==> src/rtl/vga_timing_generator.sv <==
// VGA timing generator: free-running column/row counters with registered sync and enable decodes.
// Define VGA_SYNC_DELAY_EN to delay hsync/vsync one clock to line up with registered colour data.
module vga_timing_generator #(
    parameter int unsigned H_VISIBLE   = 640,
    parameter int unsigned H_FRONT     = 16,
    parameter int unsigned H_SYNC      = 96,
    parameter int unsigned H_BACK      = 48,
    parameter int unsigned V_VISIBLE   = 480,
    parameter int unsigned V_FRONT     = 10,
    parameter int unsigned V_SYNC      = 2,
    parameter int unsigned V_BACK      = 33,
    parameter logic        SYNC_ACTIVE = 1'b0,
    localparam int unsigned H_TOTAL = H_VISIBLE + H_FRONT + H_SYNC + H_BACK,
    localparam int unsigned V_TOTAL = V_VISIBLE + V_FRONT + V_SYNC + V_BACK,
    localparam int unsigned HW      = (H_TOTAL > 1) ? $clog2(H_TOTAL) : 1,
    localparam int unsigned VW      = (V_TOTAL > 1) ? $clog2(V_TOTAL) : 1
) (
    input  logic          vga_clock_i,
    input  logic          reset_ni,
    output logic          hsync_o,
    output logic          vsync_o,
    output logic          display_enable_o,
    output logic [HW-1:0] column_o,
    output logic [VW-1:0] row_o,
    output logic          frame_start_o
);

    logic [HW-1:0] column_q, column_d;
    logic [VW-1:0] row_q, row_d;
    logic          de_q, de_d;
    logic          hsync_q, hsync_d;
    logic          vsync_q, vsync_d;
    logic          fs_q, fs_d;
    logic [31:0]   col_ext, row_ext;

    // Decodes use the next counter values so every registered output describes the same pixel.
    always_comb begin
        column_d = column_q + HW'(1);
        row_d    = row_q;
        if (column_q == HW'(H_TOTAL - 1)) begin
            column_d = '0;
            row_d    = (row_q == VW'(V_TOTAL - 1)) ? '0 : row_q + VW'(1);
        end
        col_ext = 32'(column_d);
        row_ext = 32'(row_d);
        de_d    = (col_ext < H_VISIBLE) && (row_ext < V_VISIBLE);
        hsync_d = ((col_ext >= H_VISIBLE + H_FRONT) && (col_ext < H_VISIBLE + H_FRONT + H_SYNC))
                  ? SYNC_ACTIVE : ~SYNC_ACTIVE;
        vsync_d = ((row_ext >= V_VISIBLE + V_FRONT) && (row_ext < V_VISIBLE + V_FRONT + V_SYNC))
                  ? SYNC_ACTIVE : ~SYNC_ACTIVE;
        fs_d    = (column_d == '0) && (row_d == '0);
    end

    // Reset parks on the last pixel so the first clock after release lands on (0,0).
    always_ff @(posedge vga_clock_i or negedge reset_ni) begin
        if (!reset_ni) begin
            column_q <= HW'(H_TOTAL - 1);
            row_q    <= VW'(V_TOTAL - 1);
            de_q     <= 1'b0;
            hsync_q  <= ~SYNC_ACTIVE;
            vsync_q  <= ~SYNC_ACTIVE;
            fs_q     <= 1'b0;
        end else begin
            column_q <= column_d;
            row_q    <= row_d;
            de_q     <= de_d;
            hsync_q  <= hsync_d;
            vsync_q  <= vsync_d;
            fs_q     <= fs_d;
        end
    end

    assign column_o         = column_q;
    assign row_o            = row_q;
    assign display_enable_o = de_q;
    assign frame_start_o    = fs_q;

`ifdef VGA_SYNC_DELAY_EN
    logic hsync_dly_q, vsync_dly_q;

    always_ff @(posedge vga_clock_i or negedge reset_ni) begin
        if (!reset_ni) begin
            hsync_dly_q <= ~SYNC_ACTIVE;
            vsync_dly_q <= ~SYNC_ACTIVE;
        end else begin
            hsync_dly_q <= hsync_q;
            vsync_dly_q <= vsync_q;
        end
    end

    assign hsync_o = hsync_dly_q;
    assign vsync_o = vsync_dly_q;
`else
    assign hsync_o = hsync_q;
    assign vsync_o = vsync_q;
`endif

endmodule

==> config.mk <==
export PLATFORM = sky130hd
export DESIGN_NAME = vga_timing_generator
export DESIGN_NICKNAME = d
export VERILOG_FILES = /design/src/rtl/vga_timing_generator.sv
export SDC_FILE = /design/constraint.sdc
export NUM_CORES = 1
export LEC_CHECK = 0
export CAP_MARGIN = 20
export CORE_MARGIN = 10
export CORE_UTILIZATION = 51
export CTS_CLUSTER_DIAMETER = 40
export DETAILED_ROUTE_END_ITERATION = 8
export GPL_TIMING_DRIVEN = 0
export PLACE_DENSITY = 0.76
export SLEW_MARGIN = 40
export SYNTH_ARGS = -nofsm -noshare
export SYNTH_HDL_FRONTEND = slang
export SYNTH_SLANG_ARGS = --single-unit
==> constraint.sdc <==
create_clock -name vga_clock_i -period 3.3 [get_ports vga_clock_i]
set_clock_uncertainty 0.1 [all_clocks]
set_input_delay 0.66 -clock vga_clock_i [delete_from_list [all_inputs] [get_ports vga_clock_i]]
set_output_delay 0.66 -clock vga_clock_i [all_outputs]
set_load 0.03 [all_outputs]
==> reports/metrics.cfg <==
[placed_design]
placed_cells = 193
pre_cts_slack_ns = 0.5125
hpwl_um = 2501
portBuffers = 25
place_area_um2 = 1640
gp_congestion = 0.7876

[critical_path]
cp_max_fo = 10
r2r_end = frame_start_o
cp-start-kind = flop
end_kind = flop
critPathKind = reg2reg
timing.reg2reg.setup_slack_ns = 0.49
r2r_start = column_o[0]
setup.worst_path.start = column_o[0]
timing.critical_path.slowest_cell_delay_ns = 0.60
cpMostUsedCell = nor4_1
crit_arrival_ns = 2.97
critical_path_required_ns = 3.47
cpMaxStageDelayCell = dfstp_2
reg2reg_depth = 8
crit_path_cell_trace = ha_1, nand4_4, nor4_1, buf_2, a21oi_1, a311o_1, nor4_1, and4_1

[cells_and_area]
area_growth_pct = 24.70
layout_common_cells = clkdlybuf4s50_1, nand2_1, dfstp_2, dfrtp_1, nand3_1
stdcell_count = 197
antenna_cells = 0
final_common_cell = clkdlybuf4s50_1
fin_nets = 173
fill_cells = 192
regArea_um2 = 615.6
fin_area_um2 = 1693
final_layout_size_suffix_gt1_frac = 0.1437
multiInputGateArea_um2 = 699.4

[detailed_routing]
wl_met3_um = 300
drtPass1Iterations = 5
wl_per_cell_um = 17.04
viasPerCell = 6.046
drtIter0Drc = 109
post-route-drc-count = 0
wl_met2_um = 1661
totalWireLength_um = 3356
topRoutingLayerUsed = met4
vias = 1191
wl_met1_um = 1376
ant_nets = 0

[sta]
setup_slack_ns = 0.4915
period_share = 0.8511
report.final.slew_viol_count = 0
finalSetupViolCount = 0
layout_min_cycle_time_ns = 2.808
relSlewSlack = 0.6435
worst_pin_slew_ns = 0.5347
fmax_mhz = 356.1
rsz0062_at_grt = no
fin_tns_setup_ns = 0
hold_violations = 0

[clock_network]
htreeDepth = 1
cts_setup_buffers = 0
path_clk_slew_ns = 0.14
clk_path_buf_depth = 2
ctsHoldBuffers = 0
numCtsBuffers = 3
clk_latency_ns = 0.32
clock_sinks = 24
cts_tree = done
root_buffer = clkbuf_4
ctsResizeCount = 0

[grt]
track_usage = 0.1330
overflow = 0
grt_pass1_vias = 1188
grt_pass1_wl_um = 5685
grt_max_degree = 25
antenna_found_initial = 0

[synth]
syn-instance-count = 138
synthTopCellsByArea = dfstp_2, dfrtp_1, nand2_1
synth_cell_types = 40
avgSynthCellArea_um2 = 9.837
synth_area_leader_cell = dfstp_2
synth_seq_cells = 24
ys_seq_area_frac = 0.4535
syn-num-nets = 143
synth_area_um2 = 1358
ys_warn_count = 0
synth_top_area_share = 0.2323

[power]
p_leak_nw = 0.6974
p_per_area_nw_per_um2 = 304.9
finalPower_mw = 0.5161
ir_drop_uv = 289.4

[die]
core-area_um2 = 2500
start_util = 0.5430
die_y_um = 71.60
num_rows = 18
die_area_um2 = 5126
die_w_um = 71.60
io-pin-count = 26

[job]
max_cap_violations = 0

[hold_path]
hold_class = in2async

[outcome]
outcome = finished clean

[worst max-delay path by stage]
stage,end,slack [ns],depth (start not counted)
global placement,frame_start_o,0.55,8
floorplan,frame_start_o,0.66,8
finish,frame_start_o,0.49,8
CTS,frame_start_o,0.49,8
global route,frame_start_o,0.35,8
detailed placement,frame_start_o,0.51,8
[synthesized netlist by cell type]
| cell | n |
|---|---|
| a211oi_1 | 1 |
| a21boi_0 | 1 |
| a21o_1 | 3 |
| a21oi_1 | 2 |
| a22o_1 | 1 |
| a311o_1 | 1 |
| a31oi_1 | 1 |
| a32oi_1 | 1 |
| and3_1 | 4 |
| and3b_1 | 1 |
| and4_1 | 3 |
| buf_2 | 1 |
| buf_6 | 1 |
| clkbuf_1 | 3 |
| dfrtp_1 | 12 |
| dfstp_2 | 12 |
| ha_1 | 3 |
| inv_1 | 4 |
| mux2i_1 | 2 |
| nand2_1 | 17 |
| nand2b_1 | 1 |
| nand3_1 | 10 |
| nand3b_1 | 1 |
| nand4_1 | 5 |
| nand4_4 | 1 |
| nor2_1 | 7 |
| nor2b_1 | 2 |
| nor3_1 | 5 |
| nor4_1 | 5 |
| nor4_4 | 1 |
| o21a_1 | 2 |
| o21ai_0 | 7 |
| o22ai_1 | 1 |
| o311ai_0 | 1 |
| o31ai_1 | 1 |
| or3_2 | 1 |
| or4_4 | 1 |
| xnor2_1 | 5 |
| xor2_1 | 6 |
| xor2_2 | 1 |
[critical path: cells and delay by family (launching register included)]
family                   cells  cell delay (ns)
buffers and inverters        1             0.32
adder cells (fa/ha/maj)      1             0.29
flip-flops                   1             0.60
AND/OR/NAND/NOR              4             1.06
AO/OA/AOI/OAI                2             0.39
[cell type report]
| cell class | count | area share |
|---|---|---|
| Tap cell | 30 | 0.02217 |
| Timing Repair Buffer | 25 | 0.1449 |
| Inverter | 4 | 0.008869 |
| Multi-Input combinational cell | 105 | 0.4132 |
| Sequential cell | 24 | 0.3636 |
| Buffer | 5 | 0.01626 |
| Clock buffer | 3 | 0.01330 |
| Clock inverter | 1 | 0.01774 |
[state kept, by name, summed over array words and instances, names as in the netlist]
name              cells
column_o             10
row_o                10
display_enable_o      1
frame_start_o         1
hsync_o               1
vsync_o               1
[per-layer routing]
metal,vias up,track usage
met5,-,0
met4,0,0.04086
met3,4,0.05234
met2,39,0.2235
met1,590,0.1510
li1,558,-
[metrics by stage]
step / hold WS, ns / utilization
floorplan: 0.2644 / -
global placement: 0.4164 / 0.6582
detailed placement: 0.4213 / 0.6562
CTS: 0.2055 / 0.6772
global route: 0.2165 / 0.6772
finish: 0.1990 / 0.6772
[power breakdown]
part           leakage [nW]  internal (mW)  switching (mW)
Combinational         0.387       0.000423         0.00549
Clock                0.0279          0.123          0.0924
Sequential            0.282          0.295               0
[logic make-up (layout without fill, tap and decap cells)]
family	Yosys count	in the layout	share of synthesized area
flip-flops	24	24	0.4535
XOR/XNOR	12	12	0.08295
AND/OR/NAND/NOR	65	65	0.2765
AO/OA/AOI/OAI	23	23	0.1134
multiplexers	2	2	0.01475
adder cells (fa/ha/maj)	3	3	0.02765
buffers and inverters	9	38	0.03133
Note: power is estimated with default switching activity, not from simulation.
